`config.mk`:
```
export PLATFORM = sky130hd
export DESIGN_NAME = inv_round_iter_flat
export DESIGN_NICKNAME = d
export VERILOG_FILES = /design/src/rtl/inv_round_iter_pkg.sv /design/src/rtl/inv_round_iter_if.sv /design/src/rtl/inv_round_iter_inv_round.sv /design/src/rtl/inv_round_iter.sv /design/src/flat_wrapper.sv
export SDC_FILE = /design/constraint.sdc
export NUM_CORES = 1
export LEC_CHECK = 0
export BUFFER_PORTS_ARGS = -buffer_cell sky130_fd_sc_hd__buf_4
export CORE_MARGIN = 2
export CORE_UTILIZATION = 42
export CTS_CLUSTER_DIAMETER = 120
export CTS_CLUSTER_SIZE = 12
export DETAILED_ROUTE_END_ITERATION = 10
export SYNTH_ARGS = -nofsm -noshare
export SYNTH_HDL_FRONTEND = slang
export SYNTH_HIERARCHICAL = 1
export SYNTH_SLANG_ARGS = --single-unit
```
`constraint.sdc`:
```
create_clock -name clk -period 4.2 [get_ports clk]
set_input_delay 0.42 -clock clk [delete_from_list [all_inputs] [get_ports clk]]
set_output_delay 0.42 -clock clk [all_outputs]
set_load 0.1 [all_outputs]
```
`src/rtl/inv_round_iter_pkg.sv`:
```
// Shared definitions for the iterative inverse-round decryptor.
// One cipher round is y = rotl((x ^ {4{k}}) + RoundConst, RotAmt).
package inv_round_iter_pkg;

  parameter int unsigned DefaultRounds = 16;
  localparam int unsigned BlockW = 32;
  localparam int unsigned KeyW = 8;

  localparam logic [BlockW-1:0] RoundConst = 32'h9E3779B9;
  localparam int unsigned RotAmt = 5;

  typedef enum logic [1:0] {
    StIdle = 2'd0,
    StRun  = 2'd1,
    StHold = 2'd2
  } state_e;

endpackage

```
`src/rtl/inv_round_iter_if.sv`:
```
// Request/key/result bundle for inv_round_iter; slave is the core side.
interface inv_round_iter_if #(
    parameter int unsigned AddrW = 4
);
    logic             start;
    logic [31:0]      c_in;
    logic             ready;
    logic [AddrW-1:0] k_addr;
    logic [7:0]       k_in;
    logic [31:0]      p_out;
    logic             out_valid;
    logic             out_ack;

    modport slave (
        input  start, c_in, k_in, out_ack,
        output ready, k_addr, p_out, out_valid
    );

    modport master (
        output start, c_in, k_in, out_ack,
        input  ready, k_addr, p_out, out_valid
    );
endinterface

```
`src/rtl/inv_round_iter_inv_round.sv`:
```
// Combinational single inverse round: undoes rotate, then add, then key XOR.
module inv_round_iter_inv_round
    import inv_round_iter_pkg::*;
(
    input  logic [BlockW-1:0] d_i,
    input  logic [KeyW-1:0]   k_i,
    output logic [BlockW-1:0] d_o
);
    logic [BlockW-1:0] rot;

    always_comb begin
        rot = {d_i[RotAmt-1:0], d_i[BlockW-1:RotAmt]};
        d_o = (rot - RoundConst) ^ {4{k_i}};
    end
endmodule

```
`src/rtl/inv_round_iter.sv`:
```
// Iterative decryptor: one inverse round per clock, round keys fetched last-to-first.
module inv_round_iter
    import inv_round_iter_pkg::*;
#(
    parameter int unsigned NumRounds = DefaultRounds,
    parameter int unsigned AddrW     = (NumRounds > 1) ? $clog2(NumRounds) : 1
) (
    input logic              clk,
    input logic              rst,
    inv_round_iter_if.slave  bus
);
    localparam logic [AddrW-1:0] LastIdx = AddrW'(NumRounds - 1);

    state_e            state_q, state_d;
    logic [AddrW-1:0]  cnt_q, cnt_d;
    logic [BlockW-1:0] data_q, data_d;
    logic [BlockW-1:0] p_out_q, p_out_d;
    logic              valid_q, valid_d;
    logic [BlockW-1:0] round_out;

    inv_round_iter_inv_round u_inv_round (
        .d_i (data_q),
        .k_i (bus.k_in),
        .d_o (round_out)
    );

    always_comb begin
        state_d = state_q;
        cnt_d   = cnt_q;
        data_d  = data_q;
        p_out_d = p_out_q;
        valid_d = valid_q;
        unique case (state_q)
            StIdle: begin
                if (bus.start) begin
                    data_d  = bus.c_in;
                    cnt_d   = LastIdx;
                    state_d = StRun;
                end
            end
            StRun: begin
                data_d = round_out;
                // Compare before decrementing so the counter never wraps.
                if (cnt_q == '0) begin
                    p_out_d = round_out;
                    valid_d = 1'b1;
                    cnt_d   = '0;
                    state_d = StHold;
                end else begin
                    cnt_d = cnt_q - AddrW'(1);
                end
            end
            StHold: begin
                if (bus.out_ack) begin
                    valid_d = 1'b0;
                    state_d = StIdle;
                end
            end
            default: state_d = StIdle;
        endcase
    end

    always_ff @(posedge clk) begin
        if (rst) begin
            state_q <= StIdle;
            cnt_q   <= '0;
            data_q  <= '0;
            p_out_q <= '0;
            valid_q <= 1'b0;
        end else begin
            state_q <= state_d;
            cnt_q   <= cnt_d;
            data_q  <= data_d;
            p_out_q <= p_out_d;
            valid_q <= valid_d;
        end
    end

    // The round counter doubles as the key address.
    assign bus.ready     = (state_q == StIdle);
    assign bus.k_addr    = cnt_q;
    assign bus.p_out     = p_out_q;
    assign bus.out_valid = valid_q;
endmodule
```
`src/flat_wrapper.sv`:
```
// flat-port wrapper written by rule: the top's interface ports become plain ports
module inv_round_iter_flat import inv_round_iter_pkg::*;
#(
    parameter int unsigned NumRounds = DefaultRounds,
    parameter int unsigned AddrW     = (NumRounds > 1) ? $clog2(NumRounds) : 1
)
  (clk, rst, bus_start, bus_c_in, bus_k_in, bus_out_ack, bus_ready, bus_k_addr, bus_p_out, bus_out_valid);
  inv_round_iter_if #(.AddrW(AddrW)) bus_i ();
  input logic clk;
  input logic rst;
  input wire logic [$bits(bus_i.start)-1:0] bus_start;
  input wire logic [$bits(bus_i.c_in)-1:0] bus_c_in;
  input wire logic [$bits(bus_i.k_in)-1:0] bus_k_in;
  input wire logic [$bits(bus_i.out_ack)-1:0] bus_out_ack;
  output wire logic [$bits(bus_i.ready)-1:0] bus_ready;
  output wire logic [$bits(bus_i.k_addr)-1:0] bus_k_addr;
  output wire logic [$bits(bus_i.p_out)-1:0] bus_p_out;
  output wire logic [$bits(bus_i.out_valid)-1:0] bus_out_valid;
  assign bus_i.start = bus_start;
  assign bus_i.c_in = bus_c_in;
  assign bus_i.k_in = bus_k_in;
  assign bus_i.out_ack = bus_out_ack;
  assign bus_ready = bus_i.ready;
  assign bus_k_addr = bus_i.k_addr;
  assign bus_p_out = bus_i.p_out;
  assign bus_out_valid = bus_i.out_valid;
  inv_round_iter #(.NumRounds(NumRounds), .AddrW(AddrW)) u_core (.clk(clk), .rst(rst), .bus(bus_i));
endmodule
```
==> impl_metrics.ini, run 1 <==
[pwr]
power.static_leakage_nw = 2.03
p_total_mw = 2.31
ir_worst_vdd_mv = 0.223
powerDensity_mw_per_mm2 = 452

[sta]
finalSetupViolations = 0
count_of_endpoints_failing_hold_in_the_final_timing_report = 0
post-route-min-period_ps = 2410
highest_attainable_clock_frequency_mhz = 415
timing_worst_slew_pin_value_ps = 834
crit_share_post_route = 0.574
setup_total_negative_slack_ps = 0
maxSlewHeadroom = 0.440
finalMaxSlewViolations = 0
finalClockSkew_ps = 9.51
rsz0062_at_grt = no

[final_layout]
post_layout_util = 0.520
antenna-diode-count = 0
syn2layout_area_growth_pct = 19.6
num-nets-final = 607
final_layout_size_suffix_gt1_frac = 0.299

[routing]
finalWirelength_um = 12400
detail-route-antenna-nets = 0
route.detailed.wl_per_inst_um = 17.8
vias_per_cell = 5.58
drt_drc_violations_left = 0
route.vias.total = 3903
total_iterations_of_the_first_detailed_routing_run = 4
drt-initial-drc-count = 230

[synth]
syn-mean-instance-area_um2 = 8.40
yosysSeqAreaShare = 0.333
yosysWarnings = 6
postSynth.asyncResetShare = 0
synthesis.area_mm2 = 0.00427
synth_fp_nets = 553
synth_edf_count = 0
synth_flop_cell = sky130_fd_sc_hd__dfxtp_1
synth_seq_cells = 71
synth.distinct_cells = 49
synthCells = 508

[status]
outcome = completed

[worst_setup_path]
crit_arrival_ps = 2640
timing.critical_path.required_ps = 4430
criticalPathCategory = reg2reg
critPathMaxFanout = 5
worstReg2RegStart = u_core/data_q[5]$_SDFFE_PP0P_
setup.worst_path.start_class = flop
cp-end-kind = flop
crit_path_start = u_core/data_q[5]$_SDFFE_PP0P_

[place]
dpl.hpwl_um = 8740
routabilityCongestion = 0.923
io_buffers = 81

[grt]
grt_pass1_wl_um = 19500
global_route.usage.total = 0.223
first_global_vias = 3602
antenna_found_initial = 0
grt_max_degree = 74
globalRouteOverflowTotal = 0

[floorplan]
rows = 36
floorplan.die_area_mm2 = 0.0110
starting_density = 0.435
coreArea_mm2 = 0.00982
die_w_um = 105
ioPinCount = 82
die_y_um = 105

[clocking]
clock_sink_count = 71
clock-root-buffer = sky130_fd_sc_hd__clkbuf_8
post_cts_buffers = 0
tritoncts.num_buffers = 9
ctsHtreeMaxLevel = 3
tritoncts_clock_tree = built
cts.reportedPaths.clkPinSlew_ps = 80
ctsLongestPathBuffers = 2
cts_hold_buffers = 0
worstSkewPairLatency_ps = 340
resized_gates_after_cts = 0

[hold_path]
min_path_type = in2reg
hp-start = bus_out_ack

[flow_run]
drv_cap = 0
[synthesized netlist by cell type, types with 9 or more instances]
cell	number	area, um^2
sky130_fd_sc_hd__xnor2_1	39	342
sky130_fd_sc_hd__a21oi_1	73	365
sky130_fd_sc_hd__a31o_1	9	78.8
sky130_fd_sc_hd__nor2b_1	35	219
sky130_fd_sc_hd__o221a_2	32	360
sky130_fd_sc_hd__clkbuf_1	31	116
sky130_fd_sc_hd__xor2_1	22	193
sky130_fd_sc_hd__nand2b_1	36	225
sky130_fd_sc_hd__dfxtp_1	71	1420
sky130_fd_sc_hd__nor2_1	46	173
sky130_fd_sc_hd__a31o_2	23	201
sky130_fd_sc_hd__nand2_1	15	56.3
[final timing paths]
kind / end / slack, ps / cells after the start
worst max-delay path: u_core/data_q[28]$_SDFFE_PP0P_ / 1790 / 10
worst min-delay path: u_core/state_q[1]$_SDFFE_PP0P_ / 360 / 3
worst max register to register: u_core/data_q[28]$_SDFFE_PP0P_ / 1790 / 10
worst min register to register: u_core/bus.out_valid$_SDFFE_PP0P_ / 460 / 2
[stage by stage]
step | cell area [um^2] | worst slack, ps | hold slack (ps) | cells
3_5_place_dp | 4910 | 1780 | 453 | 684
5_1_grt | 5100 | 1560 | 362 | 699
6_report | 5100 | 1790 | 356 | 699
4_1_cts | 5100 | 1800 | 343 | 699
2_1_floorplan | 4270 | 1800 | 507 | 508
3_3_place_gp | 4910 | 1790 | 446 | 684
[critical path, stage by stage, from the launching register on]
cell and delay [ps]:
sky130_fd_sc_hd__dfxtp_1 430, sky130_fd_sc_hd__inv_1 70, sky130_fd_sc_hd__ha_1 230, sky130_fd_sc_hd__nor2b_1 150, sky130_fd_sc_hd__o31ai_2 420, sky130_fd_sc_hd__a41o_2 300, sky130_fd_sc_hd__nand2_1 70, sky130_fd_sc_hd__xnor2_1 160
sky130_fd_sc_hd__nor2b_1 150, sky130_fd_sc_hd__a21oi_1 60, sky130_fd_sc_hd__o221a_2 260
[layout make-up]
cell class	count	area [um^2]
clock buffer	12	155
clock inverter	3	42.5
tap	133	166
sequential	71	1420
multi-input combinational	385	2640
timing repair buffer	87	653
fill	987	4710
inverter	8	30.0
[cell usage in the layout, fill, tap and decap left out, types with 2 or more instances in the layout]
cell and instances:
sky130_fd_sc_hd__and3_1 2, sky130_fd_sc_hd__o221a_2 32, sky130_fd_sc_hd__nand2_1 15, sky130_fd_sc_hd__nor2b_1 34, sky130_fd_sc_hd__nor3_1 4, sky130_fd_sc_hd__a31o_2 23
sky130_fd_sc_hd__o21bai_1 2, sky130_fd_sc_hd__dfxtp_1 70, sky130_fd_sc_hd__a41oi_1 2, sky130_fd_sc_hd__a31o_1 9, sky130_fd_sc_hd__nor2_1 46, sky130_fd_sc_hd__nand3_1 5
sky130_fd_sc_hd__nand2b_1 36, sky130_fd_sc_hd__o21ai_0 7, sky130_fd_sc_hd__xor2_1 22, sky130_fd_sc_hd__o21a_1 2, sky130_fd_sc_hd__buf_4 87, sky130_fd_sc_hd__clkbuf_8 11
sky130_fd_sc_hd__a21oi_1 73, sky130_fd_sc_hd__nor3b_1 2, sky130_fd_sc_hd__xnor2_1 39, sky130_fd_sc_hd__a31oi_1 2, sky130_fd_sc_hd__and2_1 2, sky130_fd_sc_hd__nand4b_1 2
sky130_fd_sc_hd__inv_1 7, sky130_fd_sc_hd__o21ai_2 2
[power by group]
group | switching, mW | internal (mW)
logic | 0.589 | 0.314
clock network | 0.253 | 0.303
registers | 0.0978 | 0.751
total | 0.939 | 1.37
[kinds of logic after synthesis]
| family | share of synthesized area |
|---|---|
| xor gates and xnor gates | 0.125 |
| adders and majority gates | 0.00293 |
| AOI/OAI and AO/OA | 0.290 |
| buffers and inverters | 0.0504 |
| and+or+nand+nor | 0.198 |
| DFF | 0.333 |
[metal layers]
metal,track usage,up-vias,routed length (um)
met4,0.0714,0,165
met5,0,-,0
met3,0.0368,12,784
met1,0.331,1865,5940
li1,-,1910,-
met2,0.328,116,5530
[sequential cells by signal, summed over array words and instances (netlist names)]
signal / cells
u_core/bus.k_addr: 4
u_core/bus.p_out: 32
u_core/state_q: 2
u_core/data_q: 32
u_core/bus.out_valid: 1
Power figures use the tool's default switching activity.
==> run 2: changes to the inputs <==
==> constraint.sdc (replaced) <==
create_clock -name clk -period 2.22 [get_ports clk]
set_input_delay 0.222 -clock clk [delete_from_list [all_inputs] [get_ports clk]]
set_output_delay 0.222 -clock clk [all_outputs]
set_load 0.1 [all_outputs]
==> run 2 against run 1 <==
  * Sequential cell count is the same
  * Total power grew 97%
  * First-iteration DRC count is 0.87% lower
  * Largest cell class unchanged
==> impl_metrics.ini, run 2 (synthesized netlist as in run 1, its figures left out) <==
[final_layout]
post_layout_util = 0.554
final_layout_size_suffix_gt1_frac = 0.357
num-nets-final = 648
syn2layout_area_growth_pct = 27.4
final_cell_mix = sky130_fd_sc_hd__buf_4 (128), sky130_fd_sc_hd__a21oi_1 (72), sky130_fd_sc_hd__dfxtp_1 (68)
antenna-diode-count = 0
num-fill-cells = 970
mostFrequentLayoutCell = sky130_fd_sc_hd__buf_4
multi_input_area_mm2 = 0.00267
sequential_cell_area_mm2 = 0.00143

[sta]
crit_share_post_route = 0.960
post-route-min-period_ps = 2130
setup_ws_ps = 89.4
count_of_endpoints_failing_hold_in_the_final_timing_report = 0
timing_worst_slew_pin_value_ps = 521
fin_hold_ws_ps = 151
finalClockSkew_ps = 12.1
finalSetupViolations = 0
finalMaxSlewViolations = 0
maxSlewHeadroom = 0.653
highest_attainable_clock_frequency_mhz = 469
rsz0062_at_grt = yes

[floorplan]
die_y_um = 105
ioPinCount = 82
starting_density = 0.435
die_w_um = 105
floorplan.die_area_mm2 = 0.0110
coreArea_mm2 = 0.00982
rows = 36

[routing]
total_iterations_of_the_first_detailed_routing_run = 5
top_layer_used = met4
drt-initial-drc-count = 228
finalWirelength_um = 13000
detail-route-antenna-nets = 0
route.met3.wl_um = 612
wl_met2_um = 5740
wl_met1_um = 6290
route.detailed.wl_per_inst_um = 17.5
route.vias.total = 4091
drt_drc_violations_left = 0
vias_per_cell = 5.53

[pwr]
ir_worst_vdd_mv = 0.451
powerDensity_mw_per_mm2 = 838
power.static_leakage_nw = 2.25

[place]
routabilityCongestion = 0.848
dpl.hpwl_um = 9340
io_buffers = 81
pre_cts_ws_ps = 31.0

[hold_path]
hp-start = bus_out_ack
whs_path_depth = 3
min_path_type = in2reg
worst_hold_path.endpoint = u_core/state_q[1]$_SDFFE_PP0P_

[clocking]
ctsHtreeMaxLevel = 3
tritoncts.num_buffers = 9
clock_sink_count = 71
cts_hold_buffers = 0
clock-root-buffer = sky130_fd_sc_hd__clkbuf_8
tritoncts_clock_tree = built
ctsLongestPathBuffers = 2
worstSkewPairLatency_ps = 350
cts.reportedPaths.clkPinSlew_ps = 80

[worst_setup_path]
reg2reg_slack_ps = 90
critical_path_buf_inv_count = 2
critical_path.top_delay_family = compound AO/OA/AOI/OAI gates
worstReg2RegStart = u_core/data_q[11]$_SDFFE_PP0P_
setup.worst_path.start_class = flop
crit_path_cell_trace = a311oi_2 > o21ai_2 > buf_4 > buf_4 > and2_1 > o2111ai_1 > xnor2_1 > nor2b_1 > a21oi_1 > o221a_2
ff2ff_path_depth = 10
worst_path_largest_cell_delay_ps = 360
crit_arrival_ps = 2370
cp-end-kind = flop
timing.critical_path.required_ps = 2460
critical_path_most_common_cell = sky130_fd_sc_hd__buf_4
critPathSlowestCell = sky130_fd_sc_hd__a311oi_2
timing.rr.end = u_core/data_q[19]$_SDFFE_PP0P_
criticalPathCategory = reg2reg
critPathMaxFanout = 4

[grt]
first_global_vias = 3761
grt_max_degree = 48
grt_pass1_wl_um = 20500
global_route.usage.total = 0.235
antenna_found_initial = 0
globalRouteOverflowTotal = 0

[status]
outcome = completed

[flow_run]
drv_cap = 0
-- run 2: worst max-delay path by stage --
stage | cells after the start | slack, ps | startpoint | end
6_report | 10 | 90 | u_core/data_q[11]$_SDFFE_PP0P_ | u_core/data_q[19]$_SDFFE_PP0P_
5_1_grt | 10 | -20 | u_core/data_q[11]$_SDFFE_PP0P_ | u_core/data_q[19]$_SDFFE_PP0P_
4_1_cts | 8 | 10 | u_core/data_q[5]$_SDFFE_PP0P_ | u_core/data_q[27]$_SDFFE_PP0P_
3_5_place_dp | 8 | 30 | u_core/data_q[5]$_SDFFE_PP0P_ | u_core/data_q[27]$_SDFFE_PP0P_
3_3_place_gp | 8 | 40 | u_core/data_q[27]$_SDFFE_PP0P_ | u_core/data_q[27]$_SDFFE_PP0P_
2_1_floorplan | 3 | 10 | u_core/state_q[1]$_SDFFE_PP0P_ | bus_ready
-- run 2: layout make-up --
cell class | instances | share of cell area
repair buffers | 128 | 0.177
clock buffers | 9 | 0.0228
clock inverters | 6 | 0.0115
well taps | 133 | 0.0306
inverters | 8 | 0.00552
multi-input cells | 385 | 0.491
flip-flops and latches | 71 | 0.262
-- run 2: tightest hold or removal path: stages --
cell and delay, ps:
sky130_fd_sc_hd__buf_4 80, sky130_fd_sc_hd__or3b_2 100, sky130_fd_sc_hd__a21oi_1 50
-- run 2: layer usage --
metal,vias to the layer above,track usage
met4,0,0.0876
met2,131,0.350
met5,-,0
li1,1989,-
met3,26,0.0374
met1,1945,0.339
-- run 2: metrics by stage --
step                cell area (um^2)  power (mW)  cells  setup TNS, ps
floorplan                       4270        2.89    508              0
global placement                5190        3.50    722              0
detailed placement              5190        3.51    722              0
CTS                             5380        4.53    737              0
global route                    5440        4.77    740          -27.8
finish                          5440        4.56    740              0
-- run 2: power breakdown --
part           internal (mW)  switching (mW)  total (mW)  leakage, nW
sequential              1.42           0.174        1.60        0.585
clock                  0.511           0.499        1.01       0.0988
combinational          0.767            1.18        1.95         1.56
total                   2.70            1.86        4.56         2.25
-- run 2: timing repair --
| action | 4_1_cts | 5_1_grt |
|---|---|---|
| endpoints found under the setup margin | 0 | 16 |
| resized for setup | 0 | 8 |
| buffers inserted | 0 | 3 |
